--- config.mk ---
export PLATFORM = sky130hd
export DESIGN_NAME = cache_line_store_flat
export DESIGN_NICKNAME = d
export VERILOG_FILES = /design/src/rtl/cache_pkg.sv /design/src/rtl/cache_line_store_if.sv /design/src/rtl/cache_word_array.sv /design/src/rtl/cache_line_store.sv /design/src/flat_wrapper.sv
export SDC_FILE = /design/constraint.sdc
export NUM_CORES = 1
export LEC_CHECK = 0
export CORE_MARGIN = 4
export CORE_UTILIZATION = 35
export CTS_CLUSTER_SIZE = 8
export DETAILED_ROUTE_END_ITERATION = 10
export HOLD_SLACK_MARGIN = 0.03
export PLACE_DENSITY_LB_ADDON = 0.2
export SYNTH_ARGS = -nofsm -noshare
export SYNTH_HDL_FRONTEND = slang
export SYNTH_HIERARCHICAL = 1
export SYNTH_SLANG_ARGS = --single-unit
export TNS_END_PERCENT = 100
--- constraint.sdc ---
create_clock -name clk -period 3.7 [get_ports clk]
set_input_delay 0.37 -clock clk [delete_from_list [all_inputs] [get_ports clk]]
set_output_delay 0.37 -clock clk [all_outputs]
set_load 0.02 [all_outputs]
--- src/rtl/cache_pkg.sv ---
// Shared encodings for the single-line cache store: request opcodes and FSM states.
package cache_pkg;

  localparam int OP_W = 3;

  typedef enum logic [OP_W-1:0] {
    OP_READ       = 3'b000,
    OP_WRITE      = 3'b001,
    OP_FILL       = 3'b010,
    OP_INVALIDATE = 3'b011,
    OP_WRITEBACK  = 3'b100
  } cache_op_e;

  typedef enum logic {
    ST_IDLE = 1'b0,
    ST_WB   = 1'b1
  } cache_state_e;

endpackage

--- src/rtl/cache_line_store_if.sv ---
// Request/response and writeback signals of one cache line. The slave modport is the
// line itself; the master modport is the set controller plus memory side.
interface cache_line_store_if #(
  parameter int WORD_W = 16,
  parameter int WORDS  = 4,
  parameter int TAG_W  = 8
);
  import cache_pkg::*;

  localparam int OFF_W = $clog2(WORDS);

  logic              enable;
  logic [OP_W-1:0]   op;
  logic [TAG_W-1:0]  tag_in;
  logic [OFF_W-1:0]  offset;
  logic [WORD_W-1:0] data_in;
  logic [WORD_W-1:0] data_out;
  logic              ack;
  logic              hit;
  logic              busy;
  logic              line_valid;
  logic              line_dirty;
  logic [TAG_W-1:0]  tag_out;
  logic              wb_valid;
  logic              wb_ready;
  logic [WORD_W-1:0] wb_data;
  logic [OFF_W-1:0]  wb_offset;

  modport master (
    output enable, op, tag_in, offset, data_in, wb_ready,
    input  data_out, ack, hit, busy, line_valid, line_dirty, tag_out,
           wb_valid, wb_data, wb_offset
  );

  modport slave (
    input  enable, op, tag_in, offset, data_in, wb_ready,
    output data_out, ack, hit, busy, line_valid, line_dirty, tag_out,
           wb_valid, wb_data, wb_offset
  );

endinterface

--- src/rtl/cache_word_array.sv ---
// Data words of one cache line: one synchronous write port and two asynchronous read
// ports, one for requests and one for the writeback stream. Contents are not reset.
module cache_word_array #(
  parameter int WORD_W = 16,
  parameter int WORDS  = 4,
  localparam int OFF_W = $clog2(WORDS)
) (
  input  logic              clk,
  input  logic              we,
  input  logic [OFF_W-1:0]  waddr,
  input  logic [WORD_W-1:0] wdata,
  input  logic [OFF_W-1:0]  raddr_a,
  output logic [WORD_W-1:0] rdata_a,
  input  logic [OFF_W-1:0]  raddr_b,
  output logic [WORD_W-1:0] rdata_b
);

  logic [WORD_W-1:0] mem [WORDS];

  always_ff @(posedge clk) begin
    if (we) begin
      mem[waddr] <= wdata;
    end
  end

  assign rdata_a = mem[raddr_a];
  assign rdata_b = mem[raddr_b];

endmodule

--- src/rtl/cache_line_store.sv ---
// One cache line: tag, per-word fill bits and dirty bit around a word array, serving
// READ/WRITE/FILL/INVALIDATE requests and streaming a dirty line back to memory.
module cache_line_store
  import cache_pkg::*;
#(
  parameter int WORD_W = 16,
  parameter int WORDS  = 4,
  parameter int TAG_W  = 8
) (
  input logic               clk,
  input logic               rst_n,
  cache_line_store_if.slave bus
);

  localparam int OFF_W = $clog2(WORDS);
  localparam logic [OFF_W-1:0] LAST_OFF = OFF_W'(WORDS - 1);
  localparam logic [WORDS-1:0] WORD0_MASK = WORDS'(1);

  cache_state_e      state, state_n;
  logic [TAG_W-1:0]  tag_r, tag_n;
  logic [WORDS-1:0]  fill_r, fill_n;
  logic              dirty_r, dirty_n;
  logic [WORD_W-1:0] data_out_r, data_out_n;
  logic              ack_r, ack_n;
  logic              hit_r, hit_n;
  logic              busy_r, busy_n;
  logic              wb_valid_r, wb_valid_n;
  logic [OFF_W-1:0]  wb_offset_r, wb_offset_n;
  logic [WORD_W-1:0] wb_data_r, wb_data_n;

  logic              we;
  logic [OFF_W-1:0]  waddr;
  logic [WORD_W-1:0] wdata;
  logic [WORD_W-1:0] req_rd_data;
  logic [OFF_W-1:0]  wb_rd_addr;
  logic [WORD_W-1:0] wb_rd_data;

  logic              line_valid;
  logic              match;
  logic [WORDS-1:0]  off_mask;

  assign line_valid = &fill_r;
  assign match      = line_valid && (bus.tag_in == tag_r);
  assign off_mask   = WORD0_MASK << bus.offset;

  // Preload the word the stream will present after the next edge: word 0 when a
  // writeback starts, otherwise the successor of the word currently on the bus.
  assign wb_rd_addr = (state == ST_WB) ? wb_offset_r + OFF_W'(1) : '0;

  cache_word_array #(
    .WORD_W(WORD_W),
    .WORDS (WORDS)
  ) u_words (
    .clk    (clk),
    .we     (we),
    .waddr  (waddr),
    .wdata  (wdata),
    .raddr_a(bus.offset),
    .rdata_a(req_rd_data),
    .raddr_b(wb_rd_addr),
    .rdata_b(wb_rd_data)
  );

  always_comb begin
    state_n     = state;
    tag_n       = tag_r;
    fill_n      = fill_r;
    dirty_n     = dirty_r;
    data_out_n  = data_out_r;
    ack_n       = 1'b0;
    hit_n       = 1'b0;
    busy_n      = busy_r;
    wb_valid_n  = wb_valid_r;
    wb_offset_n = wb_offset_r;
    wb_data_n   = wb_data_r;
    we          = 1'b0;
    waddr       = bus.offset;
    wdata       = bus.data_in;

    unique case (state)
      ST_IDLE: begin
        if (bus.enable) begin
          ack_n = 1'b1;
          case (bus.op)
            OP_READ: begin
              hit_n = match;
              if (match) begin
                data_out_n = req_rd_data;
              end
            end
            OP_WRITE: begin
              hit_n = match;
              if (match) begin
                we      = 1'b1;
                dirty_n = 1'b1;
              end
            end
            OP_FILL: begin
              we = 1'b1;
              // A different tag or an empty line starts a fresh line around this word.
              if ((bus.tag_in != tag_r) || (fill_r == '0)) begin
                tag_n   = bus.tag_in;
                fill_n  = off_mask;
                dirty_n = 1'b0;
              end else begin
                fill_n = fill_r | off_mask;
              end
              hit_n = (&fill_n) && !line_valid;
            end
            OP_INVALIDATE: begin
              hit_n   = line_valid;
              fill_n  = '0;
              dirty_n = 1'b0;
            end
            OP_WRITEBACK: begin
              if (line_valid && dirty_r) begin
                ack_n       = 1'b0;
                state_n     = ST_WB;
                busy_n      = 1'b1;
                wb_valid_n  = 1'b1;
                wb_offset_n = '0;
                wb_data_n   = wb_rd_data;
              end
            end
            default: begin
              hit_n = 1'b0;
            end
          endcase
        end
      end

      ST_WB: begin
        if (wb_valid_r && bus.wb_ready) begin
          if (wb_offset_r == LAST_OFF) begin
            wb_valid_n  = 1'b0;
            wb_offset_n = '0;
            busy_n      = 1'b0;
            dirty_n     = 1'b0;
            ack_n       = 1'b1;
            hit_n       = 1'b1;
            state_n     = ST_IDLE;
          end else begin
            wb_offset_n = wb_offset_r + OFF_W'(1);
            wb_data_n   = wb_rd_data;
          end
        end
      end

      default: begin
        state_n = ST_IDLE;
      end
    endcase
  end

  always_ff @(posedge clk or negedge rst_n) begin
    if (!rst_n) begin
      state <= ST_IDLE;
    end else begin
      state <= state_n;
    end
  end

  always_ff @(posedge clk or negedge rst_n) begin
    if (!rst_n) begin
      tag_r       <= '0;
      fill_r      <= '0;
      dirty_r     <= 1'b0;
      data_out_r  <= '0;
      ack_r       <= 1'b0;
      hit_r       <= 1'b0;
      busy_r      <= 1'b0;
      wb_valid_r  <= 1'b0;
      wb_offset_r <= '0;
      wb_data_r   <= '0;
    end else begin
      tag_r       <= tag_n;
      fill_r      <= fill_n;
      dirty_r     <= dirty_n;
      data_out_r  <= data_out_n;
      ack_r       <= ack_n;
      hit_r       <= hit_n;
      busy_r      <= busy_n;
      wb_valid_r  <= wb_valid_n;
      wb_offset_r <= wb_offset_n;
      wb_data_r   <= wb_data_n;
    end
  end

  assign bus.data_out   = data_out_r;
  assign bus.ack        = ack_r;
  assign bus.hit        = hit_r;
  assign bus.busy       = busy_r;
  assign bus.line_valid = line_valid;
  assign bus.line_dirty = dirty_r;
  assign bus.tag_out    = tag_r;
  assign bus.wb_valid   = wb_valid_r;
  assign bus.wb_data    = wb_data_r;
  assign bus.wb_offset  = wb_offset_r;

endmodule

--- src/flat_wrapper.sv ---
// flat-port wrapper written by rule: the top's interface ports become plain ports
module cache_line_store_flat import cache_pkg::*;
#(
  parameter int WORD_W = 16,
  parameter int WORDS  = 4,
  parameter int TAG_W  = 8
)
  (clk, rst_n, bus_enable, bus_op, bus_tag_in, bus_offset, bus_data_in, bus_wb_ready, bus_data_out, bus_ack, bus_hit, bus_busy, bus_line_valid, bus_line_dirty, bus_tag_out, bus_wb_valid, bus_wb_data, bus_wb_offset);
  cache_line_store_if #(.WORD_W(WORD_W), .WORDS(WORDS), .TAG_W(TAG_W)) bus_i ();
  input logic clk;
  input logic rst_n;
  input wire logic [$bits(bus_i.enable)-1:0] bus_enable;
  input wire logic [$bits(bus_i.op)-1:0] bus_op;
  input wire logic [$bits(bus_i.tag_in)-1:0] bus_tag_in;
  input wire logic [$bits(bus_i.offset)-1:0] bus_offset;
  input wire logic [$bits(bus_i.data_in)-1:0] bus_data_in;
  input wire logic [$bits(bus_i.wb_ready)-1:0] bus_wb_ready;
  output wire logic [$bits(bus_i.data_out)-1:0] bus_data_out;
  output wire logic [$bits(bus_i.ack)-1:0] bus_ack;
  output wire logic [$bits(bus_i.hit)-1:0] bus_hit;
  output wire logic [$bits(bus_i.busy)-1:0] bus_busy;
  output wire logic [$bits(bus_i.line_valid)-1:0] bus_line_valid;
  output wire logic [$bits(bus_i.line_dirty)-1:0] bus_line_dirty;
  output wire logic [$bits(bus_i.tag_out)-1:0] bus_tag_out;
  output wire logic [$bits(bus_i.wb_valid)-1:0] bus_wb_valid;
  output wire logic [$bits(bus_i.wb_data)-1:0] bus_wb_data;
  output wire logic [$bits(bus_i.wb_offset)-1:0] bus_wb_offset;
  assign bus_i.enable = bus_enable;
  assign bus_i.op = bus_op;
  assign bus_i.tag_in = bus_tag_in;
  assign bus_i.offset = bus_offset;
  assign bus_i.data_in = bus_data_in;
  assign bus_i.wb_ready = bus_wb_ready;
  assign bus_data_out = bus_i.data_out;
  assign bus_ack = bus_i.ack;
  assign bus_hit = bus_i.hit;
  assign bus_busy = bus_i.busy;
  assign bus_line_valid = bus_i.line_valid;
  assign bus_line_dirty = bus_i.line_dirty;
  assign bus_tag_out = bus_i.tag_out;
  assign bus_wb_valid = bus_i.wb_valid;
  assign bus_wb_data = bus_i.wb_data;
  assign bus_wb_offset = bus_i.wb_offset;
  cache_line_store #(.WORD_W(WORD_W), .WORDS(WORDS), .TAG_W(TAG_W)) u_core (.clk(clk), .rst_n(rst_n), .bus(bus_i));
endmodule
==> Yosys cells after proc, flatten, opt, wreduce, memory -nomap -nowiden <==
Memories as Yosys holds them, arrays and structs flattened. A register that Yosys moved wholly into a read port is not among the register bits.
Index checks and enable logic that the tools add are counted.
Widths: inputs -> output; s select.
{ "totals": {"register_bits": 35, "ramBits": 64, "input_bits": 33, "output_inout_bits": 48, "word_cells": 100, "mem_count": 1} }
{ "memory_table": {"columns": ["name", "words", "width", "read_ports", "rd_ports_with_merged_regs", "wr", "line_no", "text"], "rows": [
  ["u_core.u_words.mem", 4, 16, 2, 1, 1, "cache_word_array.sv:18", "logic [WORD_W-1:0] mem [WORDS];"]
]} }
{ "classes": {"addsub": 1, "n_eq_ne": 16, "shift": 1, "mux": 50, "bitwise": 2, "reduce_logical": 20} }
{ "op_table": {"columns": ["cell", "count"], "rows": [
  ["$mux 16", 5],
  ["$pmux 16 s2", 1],
  ["$mux 1", 24],
  ["$reduce_and 4->1", 5],
  ["$mux 4", 4],
  ["$mux 2", 6],
  ["$pmux 1 s2", 6],
  ["$ne 2x2->1 const B", 5],
  ["$reduce_and 5->1", 2],
  ["$eq 8x8->1", 1],
  ["$ne 8x8->1", 1],
  ["$pmux 4 s2", 1],
  ["$eq 3x2->1 const B", 2],
  ["$ne 3x2->1 const B", 2],
  ["$pmux 1 s3", 2],
  ["$reduce_and 6->1", 1],
  ["$logic_and 1x1->1", 4],
  ["$logic_not 4->1", 1],
  ["$ne 4x4->1 const B", 1],
  ["$or 4x4->4", 1],
  ["$pmux 2 s2", 1],
  ["$shl 1x2->4 const A", 1],
  ["$eq 3x1->1 const B", 1],
  ["$eq 3x3->1 const B", 1],
  ["other kinds (10)", 11]
]} }

==> Depth between registers and ports, before layout <==
Gate-level depths: netlist of run 1.
{ "depth": {"word_depth": 11, "mapped_depth": 6, "depth_no_buf": 5} }

==> Cells and area by module <==
The synthesis of run 1 kept the hierarchy.
{ "by_module_without_submodules": {"columns": ["mod", "instances", "cells_each", "area_each_um2", "seq_area_each_um2"], "rows": [
  ["cache_word_array", 1, 108, 2801.4, 1921.8],
  ["cache_line_store", 1, 176, 2382.3, 1276.2]
]} }

==> Worst setup path after synthesis of run 1 <==
No wires, ideal clock.
{ "synth_path": {"path_kind": "register to register", "startpoint": "reg u_core.tag_r[3], in the netlist u_core/bus.tag_out[3]", "endpoint": "mem u_core.u_words.mem[0][0], enable pin", "setup_time_ps": 413, "t_arrival_ps": 2827, "required_time_ps": 3287, "path_slack_ps": 460, "path_stages_with_launch": 6, "n_path_buf": 0, "synth_period_minus_slack_ps": 3240, "path_cell_list": "dfrtp_1 xor2_1 nor4_4 a32oi_1 nor3_1 nor3b_1"} }
{ "synth_via": {"elab_chain_len": 8} }
{ "synth_rtl": {"columns": ["item", "line_no", "text"], "rows": [
  ["from (decl)", "cache_line_store.sv:20", "logic [TAG_W-1:0] tag_r, tag_n;"],
  ["from (signal assigned)", "cache_line_store.sv:176", "tag_r <= tag_n;"],
  ["$eq 8x8->1", "cache_line_store.sv:43", "assign match = line_valid && (bus.tag_in == tag_r);"],
  ["$logic_and 1x1->1", "cache_line_store.sv:43", null],
  ["$mux 1", "cache_line_store.sv:93", "if (match) begin"],
  ["$pmux 1 s2", "cache_line_store.sv:84", "case (bus.op)"],
  ["$mux 1", "cache_line_store.sv:82", "if (bus.enable) begin"],
  ["$mux 1", "cache_line_store.sv:80", "unique case (state)"],
  ["via u_core.we", "cache_line_store.sv:31", "logic we;"],
  ["$mux 1", "cache_word_array.sv:21", "if (we) begin"],
  ["$mux 1 (not written as such)", "cache_word_array.sv:22", "mem[waddr] <= wdata;"],
  ["to (decl)", "cache_word_array.sv:18", null]
]} }
The timed path passes the listed nets, and every way through them passes these cells.

==> Final worst setup path of run 1 <==
{ "layout_path": {"startpoint": "reg u_core.tag_r[2], in the netlist u_core/bus.tag_out[2]", "endpoint": "mem u_core.u_words.mem[3][12], enable pin"} }
Same word-level chain as after synthesis.

==> flow_summary_export.csv, run 1 <==
group,metric,value,unit
die,initial_core_util,35.7,%
sta,final.hold.worst_slack,0.0914,ns
finish,finalNetCount,416,
detailed_routing,route.detailed.wl_per_inst,19.2,um
global_route,m2_gr_usage,23.1,%
pwr,ir_worst_vdd,0.000354,V
finish,layout_common_cells,"clkdlybuf4s50_1, edfxtp_1, dfrtp_1",
run_status,run_status,"finished clean",
global_route,grt_max_degree,52,
setup_path,worst_ep_arrival_time,2.97,ns
clock_tree,clk_latency,0.41,ns
synthesis,post_synth.cell_area_avg,18.3,um^2
detailed_routing,antenna_violating_nets_post_route,0,
setup_path,critPathCaptureType,"flop",
die,die_w,130,um
die,boundaryPins,81,
pwr,clockPowerShare,53.1,%
synthesis,synth.yosys.seq_area_share,61.7,%
clock_tree,clock_tree.buffer_depth,2,
detailed_routing,first_pass_iters,5,
clock_tree,cts.repair_timing.setup_buffer_count,0,
placement,gpl.final_weighted_congestion,0.761,
synthesis,syn-instance-count,284,
sta,timing.setup.tns,0,ns
sta,report.final.setup_viol,0,
sta,max_freq,351,MHz
global_route,grtUsageTotal,14.3,%
global_route,overflow,0,
synthesis,synth.yosys.warnings,6,
setup_path,timing.critical_path.from_type,"flop",
setup_path,path_max_fanout,9,
finish,post_route_cells_drive_above_1_share,28.4,%
pwr,p_total,3.17,mW
global_route,grt_first_pass_wirelength,17700,um
finish,finish.utilization,46.8,%
setup_path,path_class,"flop to flop",
synthesis,synthesized_nets,318,
sta,final_min_period_over_clock_period,77.1,%
global_route,vias_in_the_first_global_route,3141,
pwr,p_switching,634,uW
detailed_routing,detail_route.iter0.violations,136,
die,row_cnt,44,
detailed_routing,vias,2951,
placement,portBuffers,80,
sta,skew,0.00583,ns
clock_tree,htreeDepth,4,
clock_tree,cts.sink_count,115,
pwr,leakage,2.69,nW
pwr,internal_power,2.54,mW
detailed_routing,post_route_wl,11100,um
clock_tree,cts_root_buffer,"clkbuf_16",
detailed_routing,vias_per_cell,5.10,
placement,placed_cells_incl_taps,547,
synthesis,ys_ff_latch,115,
flow_run,max_cap_viol_count,0,
finish,fin_cells,579,
pwr,share_seq_of_total_power,43.0,%
clock_tree,tritoncts,"built",
setup_path,critPathSlowestCell,"nor4_4",
finish,final_common_cell,"clkdlybuf4s50_1",
clock_tree,clk_pin_slew,0.05,ns
setup_path,required_time_reported_for_the_critical_path_endpoint,3.82,ns
sta,rsz0062_at_grt,"false",
sta,final_max_slew_viols,0,
clock_tree,cts-hold-fix-buffers,0,
die,core-area,0.0145,mm^2
detailed_routing,drc,0,
synthesis,yosysUniqueCellTypes,50,
die,die_h,130,um
clock_tree,numCtsBuffers,17,
pwr,pwr_density_cell,466,mW/mm^2
sta,hold_violation_count_in_the_final_report,0,
sta,worst_slew_pin_slew,0.938,ns
placement,dp.final_hpwl,7540,um
worst_hold_path,worst_min_delay_path_class,"input pin to async pin",
sta,post-route-min-period,2.85,ns
pwr,switching_power_as_a_share_of_total_power,20.0,%
finish,layout-area-overhead-vs-synth,31.3,%
clock_tree,postCtsResizedCells,0,
global_route,globalRouteMet3Util,4.42,%
setup_path,reg2reg_path_depth,6,
die,die-area,0.0168,mm^2
global_route,grt.busiest_layer,"met2",
sta,maxSlewHeadroom,37.4,%
synthesis,synth.cell_area,0.00518,mm^2
setup_path,slowest_delay,0.57,ns
global_route,groute.layer.met1.usage,17.8,%
setup_path,crit_chain,"xor2_1, nor4_4, a32oi_1, nor3_1, and3_1, buf_4",
global_route,initial_antenna_violation_count,0,
pwr,power.combinational.fraction,4.0,%
finish,antenna_cells,0,
-- per-layer routing --
metal	routed length, um	vias up
li1	-	1352
met1	4790	1505
met2	5550	77
met3	511	17
met4	252	0
met5	0	-
-- kinds of logic (layout without fill, tap and decap cells) --
logic type      count (synthesis)  count (layout)  synth area share (%)
compound gates                 23              23                  3.50
fa+ha+maj                       1               1                 0.241
buf+inv                        21             132                  2.78
mux                            72              72                  24.2
xor+xnor                        9               9                  1.52
simple gates                   43              43                  6.08
flops                         115             115                  61.7
-- final timing paths --
check / from / endpoint / slack, ns
min in group clk: u_core/bus.wb_data[10] / u_core/bus.wb_data[10] / 0.49
hold reg to reg: u_core/bus.wb_data[10] / u_core/bus.wb_data[10] / 0.49
setup / recovery: u_core/bus.tag_out[2] / u_core/u_words/mem[3][12] / 0.85
hold / removal: rst_n / u_core/bus.wb_data[9] / 0.09
setup reg to reg: u_core/bus.tag_out[2] / u_core/u_words/mem[3][12] / 0.85
max in group asynchronous: rst_n / u_core/bus.wb_data[2] / 3.16
-- cells in the mapped netlist, drive strengths merged --
library cell / instances / share of area, %
edfxtp: 64 / 37
dfrtp: 51 / 25
mux2: 40 / 9.4
mux4: 32 / 15
buf: 11 / 2.1
nand2: 10 / 0.72
inv: 9 / 0.65
xor2: 9 / 1.5
nor3: 5 / 0.48
a21oi: 4 / 0.46
o21ai: 4 / 0.39
o32ai: 4 / 0.68
nand2b: 3 / 0.36
nand4: 3 / 0.77
nor2: 3 / 0.22
nor4: 3 / 1.2
a31o: 2 / 0.34
a31oi: 2 / 0.53
and3: 2 / 0.24
and3b: 2 / 0.34
nand3: 2 / 0.19
a211oi: 1 / 0.14
a22o: 1 / 0.17
a22oi: 1 / 0.14
a32oi: 1 / 0.17
and2: 1 / 0.12
clkbuf: 1 / 0.072
ha: 1 / 0.24
nand3b: 1 / 0.14
nand4b: 1 / 0.17
nand4bb: 1 / 0.22
nor2b: 1 / 0.12
nor3b: 1 / 0.14
nor4b: 1 / 0.17
o21a: 1 / 0.14
o31a: 1 / 0.17
o41ai: 1 / 0.17
or3: 1 / 0.12
or3b: 1 / 0.17
or4: 1 / 0.14
-- critical path, delay by kind of cell (launching register included) --
kind            cells  cell delay (ns)
simple gates        3             1.52
flops               1             0.39
buf+inv             1             0.27
xor+xnor            1             0.20
compound gates      1             0.17
-- final cells by class --
cell class                 instances  area (um^2)
clock buffer                      18          429
clock inverter                    14          188
fill                            1248         7730
inverter                           9         33.8
multi-input combinational        148         1850
sequential                       115         3200
tap                              184          230
timing repair buffer              91          878
-- flip-flops by register name, indices dropped and copies added, names as in the netlist --
register / count
u_core/bus.hit: 1
u_core/fill_r: 4
u_core/bus.line_dirty: 1
u_core/bus.wb_valid: 1
u_core/bus.ack: 1
u_core/state: 1
u_core/u_words/mem: 64
u_core/bus.tag_out: 8
u_core/bus.data_out: 16
u_core/bus.wb_data: 16
u_core/bus.wb_offset: 2
-- power groups by stage --
stage | Sequential, mW | Clock, mW | Combinational, mW
2_1_floorplan | 1.39 | 0 | 0.0501
3_3_place_gp | 1.39 | 0 | 0.127
3_5_place_dp | 1.39 | 0 | 0.129
4_1_cts | 1.36 | 1.73 | 0.130
5_1_grt | 1.36 | 1.79 | 0.138
6_report | 1.36 | 1.68 | 0.126
-- stage by stage --
stage	area [um^2]	setup slack, ns
floorplan	5180	0.460
global placement	6190	0.547
detailed placement	6190	0.463
CTS	6810	0.850
global route	6810	0.760
finish	6810	0.847
(Power assumes the default switching activity.)
==> run 2: changes to the inputs <==
Clock period 3.7 ns to 2.96 ns, I/O delays scaled along.
==> flow_summary_export.csv, run 2 (synthesized netlist as in run 1, its figures left out) <==
group,metric,value,unit
run_status,run_status,"finished clean",
pwr,ir_worst_vdd,0.000454,V
clock_tree,tritoncts,"built",
setup_path,path_common_cell,"nor3_1",
clock_tree,clk_pin_slew,0.05,ns
clock_tree,clock_tree.buffer_depth,2,
detailed_routing,vias_per_cell,5.08,
clock_tree,htreeDepth,4,
setup_path,worst_ep_arrival_time,2.39,ns
setup_path,timing.critical_path.from_type,"flop",
detailed_routing,drc,0,
clock_tree,postCtsResizedCells,0,
setup_path,reg2reg_path_depth,6,
global_route,overflow,0,
setup_path,path_class,"flop to flop",
placement,portBuffers,80,
setup_path,critPathCaptureType,"flop",
global_route,grt_first_pass_wirelength,17000,um
detailed_routing,vias,2940,
setup_path,crit-reg2reg-launch,"u_core/fill_r[0]",
sta,skew,0.00949,ns
finish,antenna_cells,0,
worst_hold_path,worst_min_delay_path_class,"input pin to async pin",
global_route,initial_antenna_violation_count,0,
detailed_routing,route.detailed.wl_per_inst,18.9,um
finish,layout_common_cells,"clkdlybuf4s50_1, edfxtp_1, dfrtp_1",
die,core-area,0.0145,mm^2
setup_path,crit_chain,"nand4_2, nor3_1, a32oi_1, nor3_1, nor3b_4, buf_4",
setup_path,path_buf_inv,1,
die,row_cnt,44,
finish,layout.filler_cells,1273,
setup_path,critical_path.reg2reg.endpoint,"u_core/u_words/mem[0][0]",
clock_tree,cts_root_buffer,"clkbuf_16",
finish,finish.utilization,46.8,%
setup_path,critPathSlowestCell,"dfrtp_1",
setup_path,path_max_fanout,16,
placement,gpl.final_weighted_congestion,0.754,
flow_run,max_cap_viol_count,0,
sta,worst_slew_pin_slew,1.13,ns
global_route,vias_in_the_first_global_route,3134,
setup_path,required_time_reported_for_the_critical_path_endpoint,3.04,ns
finish,post_route_cells_drive_above_1_share,27.6,%
detailed_routing,antenna_violating_nets_post_route,0,
global_route,grt_max_degree,34,
sta,max_freq,433,MHz
finish,largest_reg_flops,64,
die,die_h,130,um
pwr,pwr_density_cell,582,mW/mm^2
setup_path,critical-path-top-delay-family,"simple AND/OR/NAND/NOR gates",
setup_path,regToRegSetupSlack,0.65,ns
placement,dp.final_hpwl,7180,um
finish,top_register,"u_core/u_words/mem",
finish,finalNetCount,416,
clock_tree,cts.sink_count,115,
setup_path,slowest_delay,0.45,ns
sta,report.final.setup_viol,0,
die,boundaryPins,81,
global_route,grtUsageTotal,13.7,%
sta,maxSlewHeadroom,24.6,%
sta,final_max_slew_viols,0,
die,die_w,130,um
detailed_routing,first_pass_iters,6,
detailed_routing,detail_route.iter0.violations,136,
sta,timing.setup.tns,0,ns
die,die-area,0.0168,mm^2
sta,final_min_period_over_clock_period,78.1,%
sta,rsz0062_at_grt,"false",
die,initial_core_util,35.7,%
finish,final_common_cell,"clkdlybuf4s50_1",
detailed_routing,post_route_wl,10900,um
clock_tree,numCtsBuffers,17,
finish,layout-area-overhead-vs-synth,31.3,%
setup_path,worst-path-stages,6,
clock_tree,clk_latency,0.41,ns
pwr,leakage,2.72,nW
sta,hold_violation_count_in_the_final_report,0,
sta,post-route-min-period,2.31,ns
run 2: cell types whose count changed in the layout (fill, tap and decap cells not counted):
cell             previous run  this run
clkinvlp_4                  7         1
clkbuf_1                    1         4
buf_2                       1         2
buf_4                      11        10
clkbuf_8                    0         1
clkdlybuf4s50_1            79        78
clkinv_2                    3         4
clkinv_4                    0         1
dlygate4sd3_1               0         1
nor3b_2                     1         0
nor3b_4                     0         1
run 2: metrics by stage:
| stage | hold slack (ns) | worst slack, ns | total power, mW | cells | area [um^2] |
|---|---|---|---|---|---|
| 5_1_grt | 0.422 | 0.507 | 4.09 | 579 | 6800 |
| 3_3_place_gp | 0.274 | 0.378 | 1.89 | 546 | 6180 |
| 2_1_floorplan | 0.000409 | 0.280 | 1.80 | 284 | 5190 |
| 3_5_place_dp | 0.284 | 0.338 | 1.89 | 546 | 6180 |
| 4_1_cts | 0.373 | 0.670 | 4.01 | 579 | 6800 |
| 6_report | 0.373 | 0.649 | 3.96 | 579 | 6800 |
run 2: per-layer routing:
metal / vias to the layer above / part of all wire [%] / GRT usage (%) / wire length [um]
li1: 1344 / - / - / -
met1: 1504 / 44 / 17.0 / 4760
met2: 80 / 50 / 22.7 / 5450
met3: 12 / 5.0 / 4.22 / 541
met4: 0 / 1.6 / 5.50 / 173
met5: - / 0 / 0 / 0
run 2: power breakdown:
part,switching (mW),internal [mW]
clock network,0.675,1.42
logic,0.0803,0.0758
registers,0.00501,1.70
run 2: area by class of cell:
type	instances	area, um^2	area share, %
inverters	9	33.8	0.497
clock inverters	10	156	2.30
clock buffers	22	454	6.68
well taps	184	230	3.38
repair buffers	91	876	12.9
flip-flops and latches	115	3200	47.0
multi-input cells	148	1860	27.3
run 2: repair_timing:
action / CTS / global route
endpoints found under the hold margin: 18 / 0
buffers inserted: 0 / 0
hold buffers: 1 / 0
run 2: worst max path at each step:
stage | start | endpoint
floorplan | u_core/bus.tag_out[3] | u_core/u_words/mem[0][0]
detailed placement | bus_op[0] | u_core/u_words/mem[0][7]
global placement | bus_op[0] | u_core/u_words/mem[0][5]
CTS | u_core/fill_r[0] | u_core/u_words/mem[0][0]
finish | u_core/fill_r[0] | u_core/u_words/mem[0][0]
global route | u_core/fill_r[2] | u_core/u_words/mem[0][0]
